<file path="src/rtl/ov5640_cfg_sequencer_if.sv">
// Write-request channel between the OV5640 config sequencer (master) and the SCCB/I2C write engine (slave).
interface ov5640_cfg_sequencer_if;
  logic        req;
  logic [7:0]  dev_addr;
  logic [15:0] reg_addr;
  logic [7:0]  wr_data;
  logic        busy;
  logic        done;
  logic        nack;

  modport master (output req, dev_addr, reg_addr, wr_data, input busy, done, nack);
  modport slave  (input req, dev_addr, reg_addr, wr_data, output busy, done, nack);
endinterface

</file>
<file path="src/rtl/ov5640_cfg_sequencer.sv">
// Walks the OV5640 register LUT, issuing one I2C write per entry with power-up/soft-reset settle delays.
// Optional feature: define OV5640_CFG_RETRY_EN to retry NACKed writes up to MAX_RETRY times.
module ov5640_cfg_sequencer #(
  parameter int          LUT_DEPTH = 1024,
  parameter logic [19:0] PWR_DLY   = 20'd1_000_000,
  parameter logic [19:0] SRST_DLY  = 20'd250_000,
  parameter int          MAX_RETRY = 3
) (
  input  logic                 clk,
  input  logic                 rst,
  input  logic                 cfg_start_i,
  output logic [9:0]           lut_index_o,
  input  logic [31:0]          lut_data_i,
  ov5640_cfg_sequencer_if.master i2c,
  output logic                 cfg_busy_o,
  output logic                 cfg_done_o,
  output logic                 cfg_error_o,
  output logic [9:0]           err_index_o
);

  if (LUT_DEPTH < 1 || LUT_DEPTH > 1024 || MAX_RETRY < 0) begin : g_bad_param
    $error("ov5640_cfg_sequencer: LUT_DEPTH must be 1..1024 and MAX_RETRY >= 0");
  end

  typedef enum logic [3:0] {
    S_IDLE, S_PWR, S_FETCH, S_ISSUE, S_WAIT, S_SRST, S_NEXT, S_DONE, S_ERR
  } state_t;

  // A zero delay still spends one cycle in the wait state.
  localparam logic [19:0] PWR_LAST  = (PWR_DLY  == 20'd0) ? 20'd0 : PWR_DLY  - 20'd1;
  localparam logic [19:0] SRST_LAST = (SRST_DLY == 20'd0) ? 20'd0 : SRST_DLY - 20'd1;
  localparam logic [9:0]  LAST_IDX  = 10'(LUT_DEPTH - 1);

  state_t      state_q;
  logic [19:0] cnt_q;
  logic [9:0]  idx_q, eidx_q;
  logic [7:0]  dev_q, dat_q;
  logic [15:0] reg_q;
  logic        req_q, busy_q, done_q, err_q;

`ifdef OV5640_CFG_RETRY_EN
  localparam int RW = (MAX_RETRY < 1) ? 1 : $clog2(MAX_RETRY + 1);
  logic [RW-1:0] retry_q;
`endif

  logic srst_hit;
  assign srst_hit = (reg_q == 16'h3008) && dat_q[7];

  always_ff @(posedge clk) begin
    if (rst) begin
      state_q <= S_IDLE;
      cnt_q   <= '0;
      idx_q   <= '0;
      eidx_q  <= '0;
      dev_q   <= '0;
      reg_q   <= '0;
      dat_q   <= '0;
      req_q   <= 1'b0;
      busy_q  <= 1'b0;
      done_q  <= 1'b0;
      err_q   <= 1'b0;
`ifdef OV5640_CFG_RETRY_EN
      retry_q <= '0;
`endif
    end else begin
      req_q <= 1'b0;
      case (state_q)
        S_IDLE, S_DONE, S_ERR: begin
          if (cfg_start_i) begin
            state_q <= S_PWR;
            cnt_q   <= '0;
            idx_q   <= '0;
            eidx_q  <= '0;
            busy_q  <= 1'b1;
            done_q  <= 1'b0;
            err_q   <= 1'b0;
`ifdef OV5640_CFG_RETRY_EN
            retry_q <= '0;
`endif
          end
        end
        S_PWR: begin
          if (cnt_q == PWR_LAST) state_q <= S_FETCH;
          else                   cnt_q   <= cnt_q + 20'd1;
        end
        S_FETCH: begin
          if (lut_data_i[23:0] == 24'hffffff) begin
            state_q <= S_DONE;
            done_q  <= 1'b1;
            busy_q  <= 1'b0;
          end else begin
            dev_q   <= lut_data_i[31:24];
            reg_q   <= lut_data_i[23:8];
            dat_q   <= lut_data_i[7:0];
            state_q <= S_ISSUE;
          end
        end
        S_ISSUE: begin
          if (!i2c.busy) begin
            req_q   <= 1'b1;
            state_q <= S_WAIT;
          end
        end
        S_WAIT: begin
          if (i2c.done) begin
            if (!i2c.nack) begin
              cnt_q   <= '0;
              state_q <= srst_hit ? S_SRST : S_NEXT;
`ifdef OV5640_CFG_RETRY_EN
            end else if (retry_q < RW'(MAX_RETRY)) begin
              retry_q <= retry_q + 1'b1;
              state_q <= S_ISSUE;
`endif
            end else begin
              state_q <= S_ERR;
              err_q   <= 1'b1;
              busy_q  <= 1'b0;
              eidx_q  <= idx_q;
            end
          end
        end
        S_SRST: begin
          if (cnt_q == SRST_LAST) state_q <= S_NEXT;
          else                    cnt_q   <= cnt_q + 20'd1;
        end
        S_NEXT: begin
`ifdef OV5640_CFG_RETRY_EN
          retry_q <= '0;
`endif
          // Running off the table without a marker means a corrupt LUT.
          if (idx_q == LAST_IDX) begin
            state_q <= S_ERR;
            err_q   <= 1'b1;
            busy_q  <= 1'b0;
            eidx_q  <= idx_q;
          end else begin
            idx_q   <= idx_q + 10'd1;
            state_q <= S_FETCH;
          end
        end
        default: state_q <= S_IDLE;
      endcase
    end
  end

  assign lut_index_o  = idx_q;
  assign i2c.req      = req_q;
  assign i2c.dev_addr = dev_q;
  assign i2c.reg_addr = reg_q;
  assign i2c.wr_data  = dat_q;
  assign cfg_busy_o   = busy_q;
  assign cfg_done_o   = done_q;
  assign cfg_error_o  = err_q;
  assign err_index_o  = eidx_q;

endmodule

</file>
<file path="src/flat_wrapper.sv">
// flat-port wrapper written by rule: the top's interface ports become plain ports
module ov5640_cfg_sequencer_flat 
#(
  parameter int          LUT_DEPTH = 1024,
  parameter logic [19:0] PWR_DLY   = 20'd1_000_000,
  parameter logic [19:0] SRST_DLY  = 20'd250_000,
  parameter int          MAX_RETRY = 3
)
  (clk, rst, cfg_start_i, lut_index_o, lut_data_i, cfg_busy_o, cfg_done_o, cfg_error_o, err_index_o, i2c_req, i2c_dev_addr, i2c_reg_addr, i2c_wr_data, i2c_busy, i2c_done, i2c_nack);
  ov5640_cfg_sequencer_if i2c_i ();
  input  logic clk;
  input  logic rst;
  input  logic cfg_start_i;
  output logic [9:0] lut_index_o;
  input  logic [31:0] lut_data_i;
  output logic cfg_busy_o;
  output logic cfg_done_o;
  output logic cfg_error_o;
  output logic [9:0] err_index_o;
  output wire logic [$bits(i2c_i.req)-1:0] i2c_req;
  output wire logic [$bits(i2c_i.dev_addr)-1:0] i2c_dev_addr;
  output wire logic [$bits(i2c_i.reg_addr)-1:0] i2c_reg_addr;
  output wire logic [$bits(i2c_i.wr_data)-1:0] i2c_wr_data;
  input wire logic [$bits(i2c_i.busy)-1:0] i2c_busy;
  input wire logic [$bits(i2c_i.done)-1:0] i2c_done;
  input wire logic [$bits(i2c_i.nack)-1:0] i2c_nack;
  assign i2c_req = i2c_i.req;
  assign i2c_dev_addr = i2c_i.dev_addr;
  assign i2c_reg_addr = i2c_i.reg_addr;
  assign i2c_wr_data = i2c_i.wr_data;
  assign i2c_i.busy = i2c_busy;
  assign i2c_i.done = i2c_done;
  assign i2c_i.nack = i2c_nack;
  ov5640_cfg_sequencer #(.LUT_DEPTH(LUT_DEPTH), .PWR_DLY(PWR_DLY), .SRST_DLY(SRST_DLY), .MAX_RETRY(MAX_RETRY)) u_core (.clk(clk), .rst(rst), .cfg_start_i(cfg_start_i), .lut_index_o(lut_index_o), .lut_data_i(lut_data_i), .i2c(i2c_i), .cfg_busy_o(cfg_busy_o), .cfg_done_o(cfg_done_o), .cfg_error_o(cfg_error_o), .err_index_o(err_index_o));
endmodule
</file>
<file path="config.mk">
export PLATFORM = sky130hd
export DESIGN_NAME = ov5640_cfg_sequencer_flat
export DESIGN_NICKNAME = d
export VERILOG_FILES = /design/src/rtl/ov5640_cfg_sequencer_if.sv /design/src/rtl/ov5640_cfg_sequencer.sv /design/src/flat_wrapper.sv
export SDC_FILE = /design/constraint.sdc
export NUM_CORES = 1
export LEC_CHECK = 0
export BUFFER_PORTS_ARGS = -buffer_cell sky130_fd_sc_hd__clkbuf_2
export CORE_UTILIZATION = 57
export DETAILED_ROUTE_END_ITERATION = 7
export GPL_TIMING_DRIVEN = 0
export PLACE_DENSITY = 0.84
export RECOVER_POWER = 50
export REMOVE_ABC_BUFFERS = 1
export SETUP_SLACK_MARGIN = 0.3
export SKIP_LAST_GASP = 1
export SYNTH_ARGS = -nofsm -noshare
export SYNTH_HDL_FRONTEND = slang
export SYNTH_SLANG_ARGS = --single-unit
export TNS_END_PERCENT = 50
</file>
<file path="constraint.sdc">
create_clock -name clk -period 7 [get_ports clk]
set_clock_uncertainty 0.1 [all_clocks]
set_input_delay 0.35 -clock clk [delete_from_list [all_inputs] [get_ports clk]]
set_output_delay 0.35 -clock clk [all_outputs]
set_load 0.1 [all_outputs]
</file>
==> reports/qor.csv <==
stage,metric,value,unit
detailed_routing,DRT iter0 DRCs,283,
cts,CTS tree,done,
logic_synthesis,"EDFF count, synth",0,
detailed_routing,Pre-antenna DRT Iters,7,
die,overall die height,83.9,um
logic_synthesis,Syn Inst Count,422,
grt,largest net degree at the start of global routing,66,
detailed_routing,Vias,3481,
detailed_routing,final WL,8600,um
setup_path,Worst EP required,7130,ps
sta,Slew Limit Fails,66,
grt,vias in the first global route,3164,
detailed_routing,vias per cell,6.00,
power_and_ir_drop,Lkg Pwr,1.47,nW
cts,CTS Buffer Depth,2,
sta,normalized max-slew margin,-84.8,%
logic_synthesis,Synth area leader,dfxtp_1,
die,Starting Density,59.5,%
sta,Setup Total Neg Slack,0,ps
status,failing checks,"design-rule violations, max-capacitance violations, max-slew violations",
setup_path,worst path buffer plus inverter count,1,
final_layout,share of layout cells above drive strength 1,13.5,%
die,I/O pins,94,
grt,initial antenna violation count,0,
grt,All-Layer GR Usage,25.1,%
die,core footprint,6420,um2
grt,global routing usage on met1,33.2,%
setup_path,Worst Setup Start Kind,input pin,
setup_path,Worst R2R Setup Slack,4180,ps
cts,clock buffer count from CTS,9,
grt,met2 usage,38.7,%
cts,Clock transition at path regs,80,ps
power_and_ir_drop,Max VDD drop,252,uV
final_layout,Fillers,504,
sta,Final WS setup,3710,ps
setup_path,dominant delay contributor by cell family on the critical path,buffers and inverters,
hold_path,min-delay src,i2c_busy,
sta,final number of hold-violating endpoints,0,
placed_design,Port Buffers,93,
setup_path,CP Class,in2reg,
logic_synthesis,sequential fraction of the synthesis area,41.9,%
cts,clock sinks,80,
logic_synthesis,Syn Std Cell Area,3820,um2
detailed_routing,Routed Antenna Nets,0,
setup_path,worst-path fanout max,65,
power_and_ir_drop,Final Power,1.44,mW
placed_design,detailed placement HPWL,6000,um
hold_path,worst hold stages,2,
cts,Root Buffer,clkbuf_8,
grt,first-pass GRT wire length,14400,um
logic_synthesis,post-synth top area share,41.9,%
detailed_routing,DRC,8,
cts,hold buffers post-CTS,0,
grt,grt met3 use,7.22,%
sta,endpoints failing setup,0,
setup_path,CP cell instances,clkbuf_1 -> a31oi_1 -> a22o_1,
cts,CTS resizes,0,
setup_path,max incr delay on CP,1930,ps
grt,GRT Max-Usage Layer,met2,
logic_synthesis,top_reg_cell synth,dfxtp_1,
setup_path,Crit-path slowest cell,clkbuf_1,
logic_synthesis,asr flop ratio synth,0,%
status,status,"finished, violations left",
logic_synthesis,Cell variety after synth,65,
final_layout,ant diodes,0,
detailed_routing,Routed WL per cell,14.8,um
final_layout,synthesis-to-finish area growth,15.5,%
final_layout,layout net count,538,
flow_run,max cap viols,1,
sta,Fmax,304,MHz
placed_design,routability cong.,0.854,
placed_design,Post-Place Worst Slack,4300,ps
grt,total gr overflow,0,
power_and_ir_drop,Pwr Density,327,nW/um2
sta,hold slack final,86.4,ps
setup_path,r2r startpoint,u_core.state_q[1]$_SDFFE_PP0P_,
cts,total setup buffers inserted after CTS,0,
logic_synthesis,Syn. warnings,0,
sta,"Min Clock Period, post-route",3290,ps
logic_synthesis,synth top area cells,"dfxtp_1, mux2i_1, nor2_1",
die,Die W,83.9,um
logic_synthesis,register bit count reported by yosys,80,
logic_synthesis,syn avg cell area,9.05,um2
setup_path,crit path DAT,3420,ps
setup_path,reg2reg end,u_core.err_index_o[2]$_SDFFE_PP0P_,
sta,Worst Tran Pin Value,2770,ps
die,die area,7030,um2
cts,worst skew pair latency,350,ps
die,row cnt,29,
hold_path,Worst Hold End,u_core.i2c.req$_SDFF_PP0_,
setup_path,R2R cell count,5,
cts,# H-tree levels,3,
sta,"Period Utilization, post-route",47.0,%
hold_path,Hold Crit Class,in2reg,
setup_path,Crit. End Element,register,
sta,RSZ-0062 raised after global routing,false,
## synthesized netlist by cell type, types with 3 or more instances
| cell type | instances |
|---|---|
| a22o_1 | 10 |
| o21ai_1 | 6 |
| nand2b_1 | 9 |
| nand3_1 | 12 |
| o211ai_1 | 7 |
| nand2_1 | 21 |
| a21oi_1 | 17 |
| inv_1 | 9 |
| nor3_1 | 3 |
| or3_1 | 4 |
| or4_1 | 7 |
| buf_4 | 4 |
| nand3b_1 | 3 |
| a311oi_1 | 7 |
| a31oi_1 | 6 |
| a211oi_2 | 3 |
| a21o_1 | 4 |
| a211oi_1 | 8 |
| buf_2 | 6 |
| and2_1 | 3 |
| mux2i_1 | 32 |
| nor2_1 | 62 |
| o21ai_0 | 9 |
| dfxtp_1 | 80 |
| clkbuf_1 | 15 |
| a41oi_1 | 3 |
| xnor2_1 | 6 |
| nor4b_1 | 5 |
| nor4_1 | 3 |
| nand4_1 | 12 |
## placed cells by master (no fill, tap or decap), types with 3 or more instances in the layout
master and n:
clkbuf_8 9, nand3b_1 3, o21ai_0 9, nand4_1 12, nor2_1 62, o211ai_1 7
nand2_1 21, clkbuf_2 36, inv_1 9, a21oi_1 17, clkbuf_1 59, bufinv_16 3
a211oi_2 3, a22o_1 10, or3_1 4, nor4b_1 5, mux2i_1 32, nor3_1 3
and2_1 3, or4_1 7, a31oi_1 6, a41oi_1 3, nor4_1 3, a211oi_1 8
nand3_1 12, o21ai_1 6, dfxtp_1 80, xnor2_1 6, a21o_1 4, nand2b_1 9
a311oi_1 7
## worst register-to-register path, stage by stage (launching register included)
cell	delay [ps]
dfxtp_1	580
inv_1	200
or4_4	590
a311oi_4	420
a31oi_1	420
a22o_1	410
## final cells by class
cell class	instances	area (um2)	area share (%)
Clock inverter	5	104	2.35
Tap cell	77	96.3	2.18
Clock buffer	11	131	2.98
Sequential cell	80	1600	36.3
Multi-Input combinational cell	303	2030	45.9
Timing Repair Buffer	94	414	9.39
Inverter	10	37.5	0.851
## where the power goes
| part | leakage [nW] | total, mW | internal [mW] | switching [mW] |
|---|---|---|---|---|
| clock | 0.118 | 0.400 | 0.238 | 0.162 |
| combinational | 0.705 | 0.510 | 0.119 | 0.391 |
| sequential | 0.647 | 0.531 | 0.492 | 0.0387 |
## how the worst max path moves through the flow
stage,start,end,depth (start not counted)
after detailed placement,u_core.state_q[1]$_SDFFE_PP0P_,u_core.err_index_o[2]$_SDFFE_PP0P_,5
after global placement,u_core.state_q[1]$_SDFFE_PP0P_,u_core.i2c.wr_data[1]$_SDFFE_PP0P_,5
after global routing,rst,u_core.err_index_o[5]$_SDFFE_PP0P_,3
final,rst,u_core.err_index_o[2]$_SDFFE_PP0P_,3
after floorplan,u_core.state_q[1]$_SDFFE_PP0P_,u_core.i2c.dev_addr[0]$_SDFFE_PP0P_,5
after CTS,u_core.state_q[1]$_SDFFE_PP0P_,u_core.err_index_o[5]$_SDFFE_PP0P_,5
## sequential cells by signal, summed over array words and instances, names as in the netlist
name / flops
u_core.i2c.reg_addr: 16
u_core.cnt_q: 20
u_core.lut_index_o: 10
u_core.err_index_o: 10
u_core.i2c.req: 1
u_core.cfg_busy_o: 1
u_core.cfg_error_o: 1
u_core.i2c.dev_addr: 8
u_core.i2c.wr_data: 8
u_core.cfg_done_o: 1
u_core.state_q: 4
## per-stage QoR
| stage | area [um2] | utilization (%) | cells |
|---|---|---|---|
| after global placement | 4220 | 65.6 | 563 |
| after global routing | 4410 | 68.7 | 580 |
| after CTS | 4480 | 69.8 | 580 |
| after floorplan | 3650 | - | 393 |
| final | 4410 | 68.7 | 580 |
| after detailed placement | 4250 | 66.1 | 564 |
## routing by layer
| layer | vias to the layer above | routed length [um] |
|---|---|---|
| met1 | 1624 | 4020 |
| met4 | 0 | 138 |
| li1 | 1709 | - |
| met2 | 131 | 3880 |
| met3 | 17 | 558 |
| met5 | - | 0 |
## cell families after synthesis
family / share of synthesized area [%]
buffers and inverters: 5.34
XOR/XNOR: 1.38
AND/OR/NAND/NOR: 23.6
flip-flops: 41.9
adder cells (fa/ha/maj): 0.655
AO/OA/AOI/OAI: 18.8
multiplexers: 8.39
Power figures use the tool's default switching activity.
